--- config.mk ---
export PLATFORM = sky130hd
export DESIGN_NAME = burst_arbiter
export DESIGN_NICKNAME = d
export VERILOG_FILES = /design/src/rtl/burst_arb_pkg.sv /design/src/rtl/burst_arb_timer.sv /design/src/rtl/burst_arbiter.sv
export SDC_FILE = /design/constraint.sdc
export NUM_CORES = 1
export LEC_CHECK = 0
export CAP_MARGIN = 25
export CORE_MARGIN = 3
export CORE_UTILIZATION = 47
export DETAILED_ROUTE_END_ITERATION = 12
export PLACE_DENSITY = 0.86
export SYNTH_ARGS = -nofsm -noshare
export SYNTH_HDL_FRONTEND = slang
export SYNTH_HIERARCHICAL = 1
export SYNTH_SLANG_ARGS = --single-unit
--- constraint.sdc ---
create_clock -name CLK -period 7.78 [get_ports CLK]
set_input_delay 2.334 -clock CLK [delete_from_list [all_inputs] [get_ports CLK]]
set_output_delay 2.334 -clock CLK [all_outputs]
set_load 0.01 [all_outputs]
--- src/rtl/burst_arb_pkg.sv ---
// Shared types and constants for the Cellular RAM burst arbiter.
package burst_arb_pkg;

    // Arbiter sequencing states
    typedef enum logic [1:0] {
        INIT    = 2'd0,
        IDLE    = 2'd1,
        BUSY    = 2'd2,
        RELEASE = 2'd3
    } ArbState;

    localparam int ADDR_WIDTH = 20;
    localparam int DATA_WIDTH = 16;

    // 150 us power-up hold-off at 100 MHz, and the Done watchdog length
    localparam int DEFAULT_INIT_CYCLES    = 15000;
    localparam int DEFAULT_TIMEOUT_CYCLES = 64;

    // Used to size the shared timer so it can hold either load value
    function automatic int maxOf(input int a, input int b);
        return (a > b) ? a : b;
    endfunction

endpackage

--- src/rtl/burst_arb_timer.sv ---
// Loadable down-counter shared by the power-up wait and the transfer watchdog.
// terminal is high during the last counted cycle (count == 1) and stays high
// once the counter has run out, so a load of N gives exactly N cycles.
module burst_arb_timer #(
    parameter int              WIDTH       = 14,
    parameter logic [WIDTH-1:0] RESET_VALUE = '0
) (
    input  logic             clock,
    input  logic             reset,
    input  logic             load,
    input  logic [WIDTH-1:0] loadValue,
    output logic             terminal
);

    logic [WIDTH-1:0] count;

    // Reset reloads the power-up interval; otherwise load or count down to zero
    always_ff @(posedge clock) begin
        if (reset) begin
            count <= RESET_VALUE;
        end else if (load) begin
            count <= loadValue;
        end else if (count != '0) begin
            count <= count - 1'b1;
        end
    end

    assign terminal = (count <= WIDTH'(1));

endmodule

--- src/rtl/burst_arbiter.sv ---
// Two-port round-robin arbiter and sequencer in front of the Cellular RAM
// burst engine. Holds off traffic until power-up completes, latches the
// winner's address/data, drives CE, routes Yield/Done back to the owner and
// aborts transfers whose Done never arrives.
module burst_arbiter
    import burst_arb_pkg::*;
#(
    parameter int INIT_CYCLES    = DEFAULT_INIT_CYCLES,
    parameter int TIMEOUT_CYCLES = DEFAULT_TIMEOUT_CYCLES
) (
    input  logic                  CLK,
    input  logic                  Reset,
    input  logic                  Req0,
    input  logic                  Req1,
    input  logic [ADDR_WIDTH-1:0] Addr0,
    input  logic [ADDR_WIDTH-1:0] Addr1,
    input  logic [DATA_WIDTH-1:0] Data0,
    input  logic [DATA_WIDTH-1:0] Data1,
    output logic                  Grant0,
    output logic                  Grant1,
    output logic                  Yield0,
    output logic                  Yield1,
    output logic                  Done0,
    output logic                  Done1,
    output logic [ADDR_WIDTH-1:0] EngAddress,
    output logic [DATA_WIDTH-1:0] EngData,
    output logic                  EngCE,
    input  logic                  EngYield,
    input  logic                  EngDone,
    output logic                  Ready,
    output logic                  TimeoutErr
);

    localparam int TIMER_WIDTH = $clog2(maxOf(INIT_CYCLES, TIMEOUT_CYCLES) + 1);
    localparam logic [TIMER_WIDTH-1:0] INIT_LOAD    = TIMER_WIDTH'(INIT_CYCLES);
    localparam logic [TIMER_WIDTH-1:0] TIMEOUT_LOAD = TIMER_WIDTH'(TIMEOUT_CYCLES);

    ArbState               state;
    ArbState               stateNext;
    logic [1:0]            grantQ;
    logic [1:0]            grantNext;
    logic [1:0]            doneQ;
    logic [1:0]            doneNext;
    logic                  engCeQ;
    logic                  engCeNext;
    logic [ADDR_WIDTH-1:0] addrQ;
    logic [ADDR_WIDTH-1:0] addrNext;
    logic [DATA_WIDTH-1:0] dataQ;
    logic [DATA_WIDTH-1:0] dataNext;
    logic                  readyQ;
    logic                  readyNext;
    logic                  timeoutQ;
    logic                  timeoutNext;
    logic                  lastServed;
    logic                  lastServedNext;
    logic                  winner;
    logic                  timerLoad;
    logic                  timerTerminal;

    // One counter covers both the power-up wait and the per-transfer watchdog
    burst_arb_timer #(
        .WIDTH       (TIMER_WIDTH),
        .RESET_VALUE (INIT_LOAD)
    ) timer (
        .clock     (CLK),
        .reset     (Reset),
        .load      (timerLoad),
        .loadValue (TIMEOUT_LOAD),
        .terminal  (timerTerminal)
    );

    // State and all registered outputs; last-served starts at port 1 so port 0 wins the first tie
    always_ff @(posedge CLK) begin
        if (Reset) begin
            state      <= INIT;
            grantQ     <= 2'b00;
            doneQ      <= 2'b00;
            engCeQ     <= 1'b0;
            addrQ      <= '0;
            dataQ      <= '0;
            readyQ     <= 1'b0;
            timeoutQ   <= 1'b0;
            lastServed <= 1'b1;
        end else begin
            state      <= stateNext;
            grantQ     <= grantNext;
            doneQ      <= doneNext;
            engCeQ     <= engCeNext;
            addrQ      <= addrNext;
            dataQ      <= dataNext;
            readyQ     <= readyNext;
            timeoutQ   <= timeoutNext;
            lastServed <= lastServedNext;
        end
    end

    // Next-state logic: arbitrate in IDLE, watch for Done or timeout in BUSY, force a CE gap in RELEASE
    always_comb begin
        stateNext      = state;
        grantNext      = grantQ;
        doneNext       = 2'b00;
        engCeNext      = engCeQ;
        addrNext       = addrQ;
        dataNext       = dataQ;
        readyNext      = readyQ;
        timeoutNext    = timeoutQ;
        lastServedNext = lastServed;
        winner         = 1'b0;
        timerLoad      = 1'b0;

        case (state)
            INIT: begin
                if (timerTerminal) begin
                    stateNext = IDLE;
                    readyNext = 1'b1;
                end
            end

            IDLE: begin
                if (Req0 || Req1) begin
                    if (Req0 && Req1) begin
                        winner = ~lastServed;
                    end else begin
                        winner = Req1;
                    end
                    grantNext = winner ? 2'b10 : 2'b01;
                    addrNext  = winner ? Addr1 : Addr0;
                    dataNext  = winner ? Data1 : Data0;
                    engCeNext = 1'b1;
                    timerLoad = 1'b1;
                    stateNext = BUSY;
                end
            end

            BUSY: begin
                if (EngDone || timerTerminal) begin
                    engCeNext      = 1'b0;
                    doneNext       = grantQ;
                    lastServedNext = grantQ[1];
                    stateNext      = RELEASE;
                    if (!EngDone) begin
                        timeoutNext = 1'b1;
                    end
                end
            end

            RELEASE: begin
                grantNext = 2'b00;
                stateNext = IDLE;
            end

            default: begin
                stateNext = INIT;
            end
        endcase
    end

    assign Grant0     = grantQ[0];
    assign Grant1     = grantQ[1];
    assign Done0      = doneQ[0];
    assign Done1      = doneQ[1];
    assign Yield0     = grantQ[0] & EngYield;
    assign Yield1     = grantQ[1] & EngYield;
    assign EngCE      = engCeQ;
    assign EngAddress = addrQ;
    assign EngData    = dataQ;
    assign Ready      = readyQ;
    assign TimeoutErr = timeoutQ;

endmodule

# After elaboration in Yosys (flattened, before gate mapping)
# Index checks and enable logic that the tools add are counted.
[word_totals]
regBits = 60
wordCells = 61
[classes]
add_sub_neg = 1
magnitude_cmp = 1
eq_ne = 6
mux = 19
n_bitwise = 6
reduce_logical = 17
[ops]
columns = ["cell", "count"]
rows = [
  ["2-to-1 mux 14 bit", 2],
  ["2-to-1 mux 20 bit", 1],
  ["2-to-1 mux 16 bit", 1],
  ["less-or-equal comparator 14 x 1 -> 1 bit, second input constant", 1],
  ["nonzero test 14 bit", 1],
  ["subtractor 14 x 1 -> 14 bit, second input constant", 1],
  ["2-to-1 mux 2 bit", 5],
  ["AND reduction 3 bit", 3],
  ["one-hot mux 2 bit (4 select lines)", 1],
  ["AND reduction 2 bit", 4],
  ["2-to-1 mux 1 bit", 7],
  ["!= test 2 bit, second input constant", 3],
  ["nonzero test 2 bit", 3],
  ["equality test 2 bit, second input constant", 2],
  ["NOT 1 bit", 4],
  ["one-hot mux 2 bit (2 select lines)", 1],
  ["OR reduction 3 bit", 1],
  ["bitwise AND 1 bit", 2],
  ["equality test 2 x 1 -> 1 bit, second input constant", 1],
  ["zero test 2 bit", 1],
  ["logical OR 1 bit", 2],
  ["one-hot mux 1 bit (2 select lines)", 1],
  ["OR reduction 2 bit", 1],
  ["logical AND 1 bit", 1],
]

# Logic depth before layout (Yosys ltp)
[depth]
depth_word = 7
depth_mapped = 11

# By module
# Netlist, hierarchy kept.
[modules_own_cells]
columns = ["mod", "n_inst", "cells_each", "area_per_inst_um2", "seq_area_each_um2"]
rows = [
  ["burst_arbiter", 1, 225, 2148.3, 920.9],
  ["burst_arb_timer", 1, 116, 904.6, 280.3],
]

# Worst setup path before layout
# OpenSTA, ideal clock, no wires.
[synth_path]
path_type = "input -> output"
from = "input port EngYield"
to = "output port Yield0"
arrival_ns = 2.499
t_required_ns = 5.446
slack_ns = 2.947
stages = 1
path_cell_list = "and2_1"
[synth_between]
elab_chain_len = 1
[synth_lines]
columns = ["element", "line_no", "source"]
rows = [
  ["start, declared", "burst_arbiter.sv:28", "input logic EngYield,"],
  ["bitwise AND 1 bit", "burst_arbiter.sv:162", "assign Yield0 = grantQ[0] & EngYield;"],
  ["end, declared", "burst_arbiter.sv:21", "output logic Yield0,"],
]
# Every way passes these cells.

# Worst setup path after layout
# Same ends and word-level chain as after synthesis.

==> reports/results.txt <==
The post-CTS setup buffer count is 0, and the post-cts resize count is 0. Type of the tightest min-delay check: reg -> reg. For this run, global-route usage on met1 was measured as 30.8%. The longest clock path from root to sink contains 2 buffers. met2 is the most crowded layer. For the final database, setup skew stands at 0.00475 ns.

At the worst endpoint, the arrival time is 3.49 ns. The x dimension of the die was 86.6 um. The port buffer count came out at 122. Of the cells placed in the final design, the portion with a size suffix greater than 1 is 7.69%. During synthesis, Yosys emitted a total of 6 warnings. The number of failing hold endpoints at the final stage was 0; the largest net degree at the start of global routing was 43. The final critical delay including setup and external delays came out at 5.83 ns. The most common cell in the synthesized netlist is dfxtp_1.

The total of endpoints with negative setup slack in the final report is 0, and the final-stage net count is 548. The achievable frequency was 0.172 GHz; the compound-gate portion of the synthesized area was 25.2%. For the count of standard-cell rows, the log shows 28. The maximum fanout along the worst path works out to 2. In this run the mean area of a mapped cell was 8.95 um^2.

The worst setup path is launched from an input pin. The smallest hold slack was 0.498 ns. Relative max-transition margin: 46.1%. The worst-case IR drop observed on VDD is 134 uV. The number of antenna violations at the first check in global routing was 0; the area of the mapped netlist was 0.00305 mm^2. The run gives 3,033 as the via count of the first global-routing pass. After clock tree synthesis, the clock-pin slew on the worst setup and hold paths is 0.07 ns. By area the synthesized netlist is led by dfxtp_1, a32oi_1, a21oi_1, nand3_1, buf_8. For this run, global-route usage on met3 was measured as 6.84%. The floorplan step set the die height to 86.6 um. The fraction of registers with async set/reset was 0%. The endpoint required time on the critical path was 5.45 ns. The critical path is of the in -> out type. The post-synthesis simple-gate area fraction was 20.5%.

The number of iterations in the first detailed-routing pass is 4. The total power draw is 0.986 mW, and the post-detailed-route DRC marker count is 0. The worst setup path is captured at an output pin. Setup repair after global routing left no endpoint under its margin. The global-route total usage across every layer was 25.0%; the flop-to-flop setup slack was 5.21 ns. The H-tree was split into 3 levels. The multiplexer fraction of the synthesized cell area was 1.15%. The die covers 0.00750 mm^2. Counting the buffers created by CTS gives 9.

Power spread over the standard cell area amounts to 220 mW/mm^2. The proportion of netlist area held by the largest area contributor works out to 39.3%. The detailed router placed 3,180 vias in this run.

The global routing usage on met2 was 41.7%; the TritonCTS sink count was 60. For this design the static power due to leakage is 1.52 nW. Compared with the post-synthesis result, the final layout area differs by 46.6%.

The post-detailed-routing wire length is 9440 um. TritonCTS built the clock tree. Counting flops and latches in the post-synthesis netlist gives 60. The fraction of the cycle the final worst path needs was 74.9%. The area inside the core boundary is 0.00610 mm^2, and the count of flip-flops with a built-in enable after synthesis is 0. The final setup TNS is 0 ns, and the adder and majority cell fraction of the synthesized area is 2.87%. The number of vias per cell after detailed routing is 5.86, and the global-route congestion overflow total is 0. Detailed placement finished with a half-perimeter wire length of 6390 um. At the pin with the least slew margin, the transition time is 0.801 ns.

The xor/xnor cell area share of the yosys netlist is 1.43%. The tools report the antenna violation net count after detailed routing as 0. The largest total area in the synthesized netlist belongs to dfxtp_1.

Wire length of the first global-routing pass: 14,800 um. Main combinational cell family by area after synthesis: compound AO/OA/AOI/OAI gates. The number of slew-limit violations in the final report was 0; the mean routed wirelength per cell was 17.4 um. The starting density of the core came out at 50.1%. Summing the sequential cell areas from Yosys gives 39.3% of the chip area.

The tools report the max-cap check violation count as 0. For the latest clock arrival within the worst-skew pair, the log shows 0.34 ns. Commonest register cell after synthesis: dfxtp_1. The repair_antennas step left the layout with diodes totalling 0. In the synthesized netlist, the cells that appear most often are dfxtp_1, a21oi_1, nand3_1. The flow ran to the end, and the final reports show no timing, DRC or antenna violations. The tree is rooted in a clkbuf_8.

The logs give 130 for the initial detailed-routing violation count and 341 for the number of instances in the synthesized netlist. The tools report the placer congestion estimate as 0.853. The number of different library cells in the post-synthesis netlist is 55. During I/O placement, the number of pins put on the boundary was 123.

For the hold buffer count at CTS, the log shows 0.
worst max-delay path, stage by stage:
cell and delay (ns):
clkdlybuf4s50_1 0.48, and2_1 0.14, clkdlybuf4s50_1 0.54
cells by family (layout without fill, tap and decap cells):
family	count (synthesis)	after routing
AOI/OAI and AO/OA	113	113
and+or+nand+nor	111	111
DFF	60	60
buffers and inverters	40	155
adders and majority gates	7	7
xor gates and xnor gates	5	5
muxes	3	3
other	2	14
layout by cell type (no fill, tap or decap), drive strengths merged, types with 2 or more instances in the layout:
cell	count
clkdlybuf4s50	121
dfxtp	60
a21oi	50
nand3	39
a32oi	36
nor2	15
conb	14
nand2	13
inv	11
clkbuf	9
o21ai	9
nor3	9
ha	7
nor4	7
buf	7
nand4	6
and2	5
xor2	4
nand2b	3
nand3b	3
a31oi	3
bufinv	3
nor3b	3
mux2i	2
clkinvlp	2
clkinv	2
o31ai	2
or2	2
a2111oi	2
registers in the layout, indices dropped and copies added (netlist names):
register	cells
state	2
Ready	1
doneQ	2
lastServed	1
TimeoutErr	1
EngData	16
timer/count	14
grantQ	2
EngCE	1
EngAddress	20
stage by stage:
stage	area [um^2]	utilization, %	std cells	setup slack (ns)
4_1_cts	4450	73.1	542	1.96
3_3_place_gp	4200	68.8	525	2.01
3_5_place_dp	4220	69.2	526	1.96
2_1_floorplan	3100	-	353	2.95
5_1_grt	4470	73.4	543	1.94
6_report	4470	73.4	543	1.95
routing by layer:
metal / vias up / part of all wire, %
li1: 1527 / -
met1: 1509 / 42
met2: 125 / 48
met3: 19 / 8.4
met4: 0 / 1.6
met5: - / 0
worst paths after layout:
check                              from  depth (start not counted)                            to
setup reg to reg  state[1]$_SDFFE_PP0P_                          8  timer/count[11]$_SDFFE_PP1P_
hold / removal       Ready$_SDFFE_PP0P_                          2            Ready$_SDFFE_PP0P_
hold reg to reg      Ready$_SDFFE_PP0P_                          2            Ready$_SDFFE_PP0P_
setup / recovery               EngYield                          3                        Yield0
power by group:
group | leakage (nW) | total (mW) | internal (mW) | switching (mW)
clock network | 0.115 | 0.340 | 0.211 | 0.129
logic | 0.919 | 0.261 | 0.135 | 0.126
registers | 0.486 | 0.384 | 0.344 | 0.0405
final cells by class:
class | instances | area [um^2]
repair buffers | 128 | 1290
fillers | 443 | 1620
clock inverters | 7 | 115
well taps | 75 | 93.8
multi-input cells | 253 | 1610
flip-flops and latches | 60 | 1200
clock buffers | 9 | 124
inverters | 11 | 41.3
Power figures use the tool's default switching activity.
